===== src/rtl/contador_bcd_escaneo_pkg.sv =====
// Shared constants and helpers for the scanned BCD counter.
package contador_bcd_escaneo_pkg;

  localparam int           BCD_WIDTH  = 4;
  localparam logic [3:0]   BCD_MAX    = 4'd9;
  localparam int           MAX_DIGITS = 8;

  // One-hot select for a scan index; callers keep the low DIGITS bits.
  function automatic logic [MAX_DIGITS-1:0] anode_onehot(input logic [3:0] idx);
    logic [MAX_DIGITS-1:0] one;
    one = {{(MAX_DIGITS-1){1'b0}}, 1'b1};
    return one << idx;
  endfunction

endpackage


===== src/rtl/contador_bcd_escaneo_digito.sv =====
// One BCD digit: clear/load/step with ripple carry or borrow to the next digit.
import contador_bcd_escaneo_pkg::*;

module contador_bcd_digito (
  input  logic                 clk_i,
  input  logic                 rst_i,
  input  logic                 clear_i,
  input  logic                 load_i,
  input  logic [BCD_WIDTH-1:0] load_val_i,
  input  logic                 up_i,
  input  logic                 cin_i,
  output logic [BCD_WIDTH-1:0] digit_o,
  output logic [BCD_WIDTH-1:0] digit_d_o,
  output logic                 cout_o
);

  logic [BCD_WIDTH-1:0] digit_q, digit_d;

  // cin_i is only raised by the top when neither clear nor load is active.
  assign cout_o = cin_i & (up_i ? (digit_q == BCD_MAX) : (digit_q == '0));

  always_comb begin
    digit_d = digit_q;
    if (clear_i)
      digit_d = '0;
    else if (load_i)
      digit_d = (load_val_i > BCD_MAX) ? '0 : load_val_i;
    else if (cin_i) begin
      if (up_i)
        digit_d = (digit_q == BCD_MAX) ? '0 : digit_q + 1'b1;
      else
        digit_d = (digit_q == '0) ? BCD_MAX : digit_q - 1'b1;
    end
  end

  always_ff @(posedge clk_i or posedge rst_i) begin
    if (rst_i) digit_q <= '0;
    else       digit_q <= digit_d;
  end

  assign digit_o   = digit_q;
  assign digit_d_o = digit_d;

endmodule


===== src/rtl/contador_bcd_escaneo.sv =====
// Multi-digit BCD up/down counter with prescaled stepping and a
// time-multiplexed digit scanner feeding a BCD-to-segment converter.
import contador_bcd_escaneo_pkg::*;

module contador_bcd_escaneo #(
  parameter int DIGITS   = 4,
  parameter int PRESCALE = 50000,
  parameter int SCAN_DIV = 1000
) (
  input  logic                  iClk,
  input  logic                  iReset,
  input  logic                  iEnable,
  input  logic                  iUp,
  input  logic                  iClear,
  input  logic                  iLoad,
  input  logic [4*DIGITS-1:0]   iLoadValue,
  output logic                  oA,
  output logic                  oB,
  output logic                  oC,
  output logic                  oD,
  output logic [DIGITS-1:0]     oAnode,
  output logic [4*DIGITS-1:0]   oCount,
  output logic                  oCarry
);

  localparam int PW = (PRESCALE > 1) ? $clog2(PRESCALE) : 1;
  localparam int SW = (SCAN_DIV > 1) ? $clog2(SCAN_DIV) : 1;
  localparam int IW = $clog2(DIGITS);

  logic [PW-1:0] pre_q, pre_d;
  logic [SW-1:0] div_q, div_d;
  logic [IW-1:0] idx_q, idx_d;
  logic [BCD_WIDTH-1:0] seg_q, seg_d;
  logic carry_q;
  logic tick, step, adv;

  logic [DIGITS-1:0][BCD_WIDTH-1:0] count_q, count_d;
  logic [DIGITS:0] cy;

  // Prescaler: clear/load restart it even while counting is disabled.
  assign tick = iEnable && (pre_q == PW'(PRESCALE-1));
  assign step = tick & ~iClear & ~iLoad;

  always_comb begin
    pre_d = pre_q;
    if (iClear || iLoad)
      pre_d = '0;
    else if (iEnable)
      pre_d = tick ? '0 : pre_q + 1'b1;
  end

  assign cy[0] = step;

  for (genvar g = 0; g < DIGITS; g++) begin : g_dig
    contador_bcd_digito u_dig (
      .clk_i      (iClk),
      .rst_i      (iReset),
      .clear_i    (iClear),
      .load_i     (iLoad),
      .load_val_i (iLoadValue[BCD_WIDTH*g +: BCD_WIDTH]),
      .up_i       (iUp),
      .cin_i      (cy[g]),
      .digit_o    (count_q[g]),
      .digit_d_o  (count_d[g]),
      .cout_o     (cy[g+1])
    );
  end

  // Scanner runs free of enable/clear/load. On an index change the new
  // digit comes from the count being registered on that same edge.
  assign adv = (div_q == SW'(SCAN_DIV-1));

  always_comb begin
    div_d = adv ? '0 : div_q + 1'b1;
    idx_d = idx_q;
    if (adv)
      idx_d = (idx_q == IW'(DIGITS-1)) ? '0 : idx_q + 1'b1;
    seg_d = adv ? count_d[idx_d] : count_q[idx_q];
  end

  always_ff @(posedge iClk or posedge iReset) begin
    if (iReset) begin
      pre_q   <= '0;
      div_q   <= '0;
      idx_q   <= '0;
      seg_q   <= '0;
      carry_q <= 1'b0;
    end else begin
      pre_q   <= pre_d;
      div_q   <= div_d;
      idx_q   <= idx_d;
      seg_q   <= seg_d;
      carry_q <= cy[DIGITS];
    end
  end

  logic [MAX_DIGITS-1:0] anode_full;
  assign anode_full = anode_onehot({{(4-IW){1'b0}}, idx_q});
  assign oAnode     = anode_full[DIGITS-1:0];

  assign {oA, oB, oC, oD} = seg_q;
  assign oCount           = count_q;
  assign oCarry           = carry_q;

endmodule


===== config.mk =====
export PLATFORM = sky130hd
export DESIGN_NAME = contador_bcd_escaneo
export DESIGN_NICKNAME = d
export VERILOG_FILES = /design/src/rtl/contador_bcd_escaneo_pkg.sv /design/src/rtl/contador_bcd_escaneo_digito.sv /design/src/rtl/contador_bcd_escaneo.sv
export SDC_FILE = /design/constraint.sdc
export NUM_CORES = 1
export LEC_CHECK = 0
export CORE_ASPECT_RATIO = 0.6
export CORE_MARGIN = 10
export CORE_UTILIZATION = 43
export CTS_BUF_LIST = sky130_fd_sc_hd__clkbuf_16
export CTS_CLUSTER_DIAMETER = 60
export DETAILED_ROUTE_END_ITERATION = 16
export REMOVE_ABC_BUFFERS = 1
export SLEW_MARGIN = 20
export SYNTH_ARGS = -nofsm -noshare
export SYNTH_HDL_FRONTEND = slang
export SYNTH_SLANG_ARGS = --single-unit

===== constraint.sdc =====
create_clock -name iClk -period 3.7 [get_ports iClk]
set_input_delay 0.74 -clock iClk [delete_from_list [all_inputs] [get_ports iClk]]
set_output_delay 0.74 -clock iClk [all_outputs]
set_load 0.01 [all_outputs]

==> run summary, run 1 <==
In this run the most critical hold path is launched from div_q[8]$_DFF_PP0_. The final setup skew was 10.9 ps. For the global routing usage summed across all routing layers, the log shows 0.176. The logs give 0.441 for the initial cell density of the core and 0 for the number of hold buffers added after CTS. The peak supply drop is 0.000218 V, and the required time of the critical path is 3820 ps. Port buffering added 46 buffers. The post-layout worst setup margin came out at 442 ps. Among all cell types in the netlist, the one instantiated most often is dfrtp_1.

For the number of distinct library cells after synthesis, the log shows 74. TritonCTS built the clock tree. The layout has 809 filler cells. For this block, the initial DRC count from the detailed router was 300. The tools report the final weighted congestion in routability-driven placement as 0.908.

The flow ran to the end, and the final reports show no timing, DRC or antenna violations. By count the netlist is led by dfrtp_1, nor2_1, o21ai_0. The count of final max-slew check failures was 0.

After routing, the total negative slack on setup checks comes to 0 ps. The final-report hold violation count was 0. Across the run, the number of max-cap violations was 0. The clock edge transition at the registers on the reported setup and hold paths is 70 ps.

The number of warnings issued by yosys came out at 0. The biggest area contributor in the post-synthesis netlist is dfrtp_1. The fraction of the cycle the final worst path needs works out to 0.881. The run gives 2 as the maximum level of the CTS H-tree.

The smallest clock period supported by the final layout is computed as 3260 ps. The tools report the count of instances resized after the clock tree is built as 0. The logs give 3497 for the via count of the first global-routing pass and 1.84 nW for the leakage dissipation. Prior to clock tree synthesis, the placed netlist has a worst setup slack of 247 ps. The tree built by TritonCTS fans out to 49 sinks. The tools report the element type at the critical path start as a primary input. The logs give 5 for the first-pass iteration count of the detailed router and 0 for the number of antenna violations at the first check in global routing. The category of the critical setup timing path was primary input to register. The tools report the final count of negative-setup-slack endpoints as 0. In this run the vertical extent of the chip is 92.3 um. The post-detailed-route count of antenna-violating nets was 0; the instance count of the mapped netlist was 426.

The run gives 47 as the number of ports placed on the die boundary. The core area is 8490 um^2, and the post-route cell area is 4510 um^2. In the post-synthesis netlist, the biggest area contributors are dfrtp_1, ha_1, nor2_1. The final layout contains routed wiring with a total length of 11300 um. The clock passes through at most 2 buffers. The worst setup path is captured at a register.

The area fraction of the dominant cell type after synthesis is 0.327. In this run the horizontal extent of the chip is 140 um. For the setup fix buffers added after clock tree synthesis, the log shows 0. The total overflow left after global routing is 0.

After legalization and detailed placement, the total HPWL measured 8520 um. The startpoint identified for the worst register-to-register timing path is g_dig[1].u_dig.digit_o[0]$_DFF_PP0_. In the final design database the tool counted 514 nets. Site row count: 26. After detailed routing, the average wire length per cell comes to 19.3 um. Across the whole layout, storage elements account for 1230 um^2. The tools report the sequential fraction of the synthesis area as 0.327. The logs give 18800 um for the first-pass GRT wire length and 5 for the number of buffers added by the clock tree synthesis step. The fraction of final layout cells with drive strength greater than 1 is 0.0968, and the share of synthesized registers carrying an async set or reset is 1.00. The number of vias in the routed layout was 3537; the sum of internal, switching and leakage power was 1.31 mW. The final routed DRC violation total is 0, and the data arrival at the endpoint of the critical path is 3380 ps. Dividing the synthesized area by the synthesized cell count gives 8.79 um^2. The start point of the critical path is iEnable. After detailed placement, the total cell area comes to 4340 um^2.

The highest fanout seen on the critical path came out at 7. Top flip-flop cell by instance count after synthesis: dfrtp_1. The routed via count divided by cell count was 6.03; the number of storage elements in the synthesis netlist was 49. Transition time at the pin with the least slew margin: 867 ps. The repair_antennas step left the layout with diodes totalling 0. The clock network latency to the later pin of the worst-skew pair was 290 ps; the post-synthesis to final-layout area growth was 20.3%. Static timing analysis puts the maximum clock frequency at 0.307 GHz. The post-synthesis cell area came out at 3750 um^2.

The multi-input logic area is 2300 um^2, and the number of enable flip-flop cells after synthesis is 0. Setup repair after global routing left no endpoint under its margin. The logs give 50 for the pin count of the biggest net entering global routing and 13000 um^2 for the overall die area.

The run gives 0.422 as the worst slew margin relative to its limit. The power density normalized to cell area came out at 290 nW/um^2. The min-delay analysis places its worst path in the category register to register. The root buffer cell chosen for the clock tree is clkbuf_16.
==> worst paths after layout <==
check,endpoint,slack (ps),depth (start not counted)
min in group asynchronous,div_q[7]$_DFF_PP0_,900,2
max in group asynchronous,g_dig[3].u_dig.digit_o[0]$_DFF_PP0_,2260,2
max,seg_q[2]$_DFF_PP0_,440,8
min reg2reg,div_q[8]$_DFF_PP0_,480,1
max reg2reg,seg_q[0]$_DFF_PP0_,820,8
min,div_q[8]$_DFF_PP0_,480,1
==> layer usage <==
layer  vias to the layer above  GRT usage  part of all wire
met2                       160      0.234              0.39
met4                         0     0.0248            0.0099
met3                        15     0.0760              0.12
met5                         -          0                 0
li1                       1700          -                 -
met1                      1662      0.257              0.49
==> state kept, by name, summed over array words and instances, names as in the netlist <==
register and count:
div_q 10, g_dig.u_dig.digit_o 16, idx_q 2, oCarry 1
pre_q 16, seg_q 4
==> critical path, cell delays in order <==
cell and delay (ps):
clkdlybuf4s50_1 520, nor4b_1 370, nand4_1 400, buf_4 290, o21ai_0 230, a31oi_1 150, a211oi_1 430, o311ai_0 230
==> area by class of cell <==
class,instances,area share
Multi-Input combinational cell,332,0.510
Sequential cell,49,0.272
Timing Repair Buffer,62,0.129
Tap cell,112,0.0311
Clock buffer,5,0.0278
Inverter,24,0.0203
Clock inverter,3,0.00944
==> layout by cell type, fill, tap and decap left out, types with 7 or more instances in the layout <==
| cell type | count |
|---|---|
| dfrtp_1 | 49 |
| clkdlybuf4s50_1 | 46 |
| nor2_1 | 44 |
| o21ai_0 | 32 |
| nand2_1 | 25 |
| inv_1 | 23 |
| a21oi_1 | 19 |
| ha_1 | 18 |
| buf_4 | 16 |
| nand3_1 | 14 |
| a31oi_1 | 11 |
| xor2_1 | 10 |
| nand4_1 | 9 |
| or3_1 | 8 |
| and3_1 | 7 |
| nand2b_1 | 7 |
| nor2b_1 | 7 |
| nand3b_1 | 7 |
==> metrics by stage <==
stage	hold slack, ps	utilization	cells
2_1_floorplan	448	-	405
3_3_place_gp	468	0.511	579
3_5_place_dp	471	0.511	579
4_1_cts	480	0.531	587
5_1_grt	495	0.531	587
6_report	478	0.531	587
==> logic make-up (layout without fill, tap and decap cells) <==
logic type,count (synthesis),in the layout,share of synthesized area
muxes,13,13,0.0531
adders and majority gates,18,18,0.0601
and+or+nand+nor,169,169,0.252
buffers and inverters,45,94,0.0588
AOI/OAI and AO/OA,120,120,0.220
DFF,49,49,0.327
xor gates and xnor gates,12,12,0.0281
==> power breakdown <==
| group | switching [mW] | leakage [nW] | internal [mW] |
|---|---|---|---|
| logic | 0.112 | 1.09 | 0.0966 |
| clock network | 0.204 | 0.0852 | 0.318 |
| registers | 0.0289 | 0.661 | 0.546 |
| total | 0.345 | 1.84 | 0.960 |
Note: power is estimated with default switching activity, not from simulation.
==> run 2, diff against run 1 <==
Settings changed: SLEW_MARGIN 20 to 0.
==> run 2 against run 1 <==
Net effect: register-to-register slack barely moved; clock skew did not move; die area did not move; critical path type unchanged; largest cell class unchanged; largest power group unchanged; maximum frequency fell by 0.18%.
==> run summary, run 2 (synthesized netlist as in run 1, its figures left out) <==
In this run the worst setup path begins at iEnable. The data arrival at the endpoint of the critical path is 3390 ps. The number of antenna violations at the first check in global routing is 0, and the overall die area is 13000 um^2.

Depth of the worst hold-timing path: 1. The run gives 0.309 as the worst slew margin relative to its limit. The first-pass GRT wire length is 18800 um, and the setup fix buffers added after clock tree synthesis is 0.

The horizontal extent of the die was 140 um. The worst path in the final design needs a cycle of 3260 ps, including I/O delays and setup. Final sum of negative setup slack: 0 ps.

The run gives 0.345 mW as the net switching power figure. Highest fanout seen on the critical path: 7. The flow ran to the end, and the final reports show no timing, DRC or antenna violations. Post-synthesis to final-layout area growth: 20.2%. The combinational fraction of design power is 0.160.

The site row count was 26. The count of fill cells added during filler insertion is 810. Count of antenna diodes in the layout: 0. The worst register-to-register path begins at g_dig[1].u_dig.digit_o[0]$_DFF_PP0_. The via count of the first global-routing pass was 3497.

Counting the buffers created by CTS gives 5. The hold path startpoint was div_q[8]$_DFF_PP0_. In this run the power density over the cells is 290 nW/um^2.

The initial cell density of the core is 0.441. The tree built by TritonCTS fans out to 49 sinks. The first routing iteration left 300 violations. The maximum frequency from static timing analysis is 0.306 GHz. The category of the critical setup timing path was primary input to register. The required time of the critical path came out at 3820 ps. The count of instances resized after the clock tree is built is 0, and the final count of negative-setup-slack endpoints is 0. The count of buffers inserted at the top-level ports works out to 46.

The first-pass iteration count of the detailed router was 5; the count of final max-slew check failures was 0. The detail route stage leaves a number of antenna-violating nets equal to 0. The final wirelength is 11300 um. The cell depth of the worst flop-to-flop path is 8, and the slack of the worst reg-to-reg path is 820 ps. Entering global routing, the biggest net connects 50 pins.

After detailed routing, the number of vias per cell comes to 6.03. Element type at the critical path end: a register. The fraction of final layout cells with drive strength greater than 1 is 0.0968, and the number of buffers on the longest clock path is 2. TritonCTS built the clock tree. The tools report the count of maximum capacitance violations as 0. The worst-case IR drop observed on VDD is 0.000218 V. The clock power share was 0.400.

The element type at the critical path start is a primary input. The final routed DRC violation total is 0. The net switching share of the total power was 0.264; the final-report hold violation count was 0.

The register share of total power was 0.440; the clock edge transition at the registers on the reported setup and hold paths was 70 ps. The global routing usage summed across all routing layers is 0.176, and the transition time at the pin with the least slew margin is 1040 ps. The total overflow left after global routing is 0. The tools report the maximum level of the CTS H-tree as 2.

In this run the static leakage power is 1.84 nW. The final weighted congestion in routability-driven placement was 0.908; the number of vias in the routed layout was 3540. The tools report the number of ports placed on the die boundary as 47. Leaving out fill and tap cells, the most frequent cell in the layout is dfrtp_1. The net count of the finished layout was 514. The worst slack at placement is 247 ps, and the HPWL reported at the end of detailed placement is 8520 um.

Across all setup checks in the final design, the least slack found is 436 ps. For this design, the CTS-stage hold fixing added 0 buffers. The clock network latency to the later pin of the worst-skew pair is 290 ps, and the routed length per placed instance is 19.3 um.

The fraction of the cycle the final worst path needs was 0.882. The worst hold path belongs to the class register to register. For the internal power component, the log shows 0.960 mW. The endpoint identified for the worst register-to-register timing path is seg_q[0]$_DFF_PP0_. In the layout the commonest cells are dfrtp_1, clkdlybuf4s50_1, nor2_1. The core area is 8490 um^2. The tools report the root buffer cell as clkbuf_16. Height of the die: 92.3 um. For hold timing, the worst endpoint is div_q[8]$_DFF_PP0_. The final setup skew was 10.9 ps. Setup repair after global routing left no endpoint under its margin.
-- run 2: layer usage --
layer	vias up	wire [um]	GRT usage
li1	1700	-	-
met4	0	112	0.0248
met3	15	1350	0.0760
met1	1662	5500	0.257
met5	-	0	0
met2	163	4360	0.234
-- run 2: cell type report --
class	count	area (um^2)	share of cell area
clock inverter	3	42.5	0.00944
clock buffer	5	125	0.0278
tap	112	140	0.0311
sequential	49	1230	0.272
multi-input combinational	332	2300	0.511
inverter	24	90.1	0.0200
timing repair buffer	62	581	0.129
-- run 2: how the worst max path moves through the flow --
stage | to | cells after the start
CTS | seg_q[0]$_DFF_PP0_ | 8
finish | seg_q[2]$_DFF_PP0_ | 8
floorplan | seg_q[3]$_DFF_PP0_ | 7
global route | seg_q[2]$_DFF_PP0_ | 8
detailed placement | seg_q[0]$_DFF_PP0_ | 8
global placement | g_dig[3].u_dig.digit_o[0]$_DFF_PP0_ | 7
-- run 2: metrics by stage --
| stage | instance area [um^2] | hold WS, ps | util | total power [mW] | std cells |
|---|---|---|---|---|---|
| floorplan | 3620 | 448 | - | 0.683 | 405 |
| global placement | 4340 | 468 | 0.511 | 0.789 | 579 |
| detailed placement | 4340 | 471 | 0.511 | 0.790 | 579 |
| CTS | 4500 | 480 | 0.531 | 1.31 | 587 |
| global route | 4500 | 495 | 0.531 | 1.37 | 587 |
| finish | 4500 | 478 | 0.531 | 1.30 | 587 |
-- run 2: worst max-delay path, cell delays in order --
cell and delay, ps:
clkdlybuf4s50_1 520, nor4b_1 370, nand4_1 400, buf_4 290
o21ai_0 230, a31oi_1 150, a211oi_1 440, o311ai_0 230
-- run 2: power groups by stage --
| stage | sequential, mW | combinational, mW | clock (mW) |
|---|---|---|---|
| after floorplan | 0.578 | 0.106 | 0 |
| after global placement | 0.584 | 0.205 | 0 |
| after detailed placement | 0.584 | 0.207 | 0 |
| after CTS | 0.573 | 0.208 | 0.530 |
| after global routing | 0.577 | 0.231 | 0.558 |
| final | 0.575 | 0.209 | 0.522 |
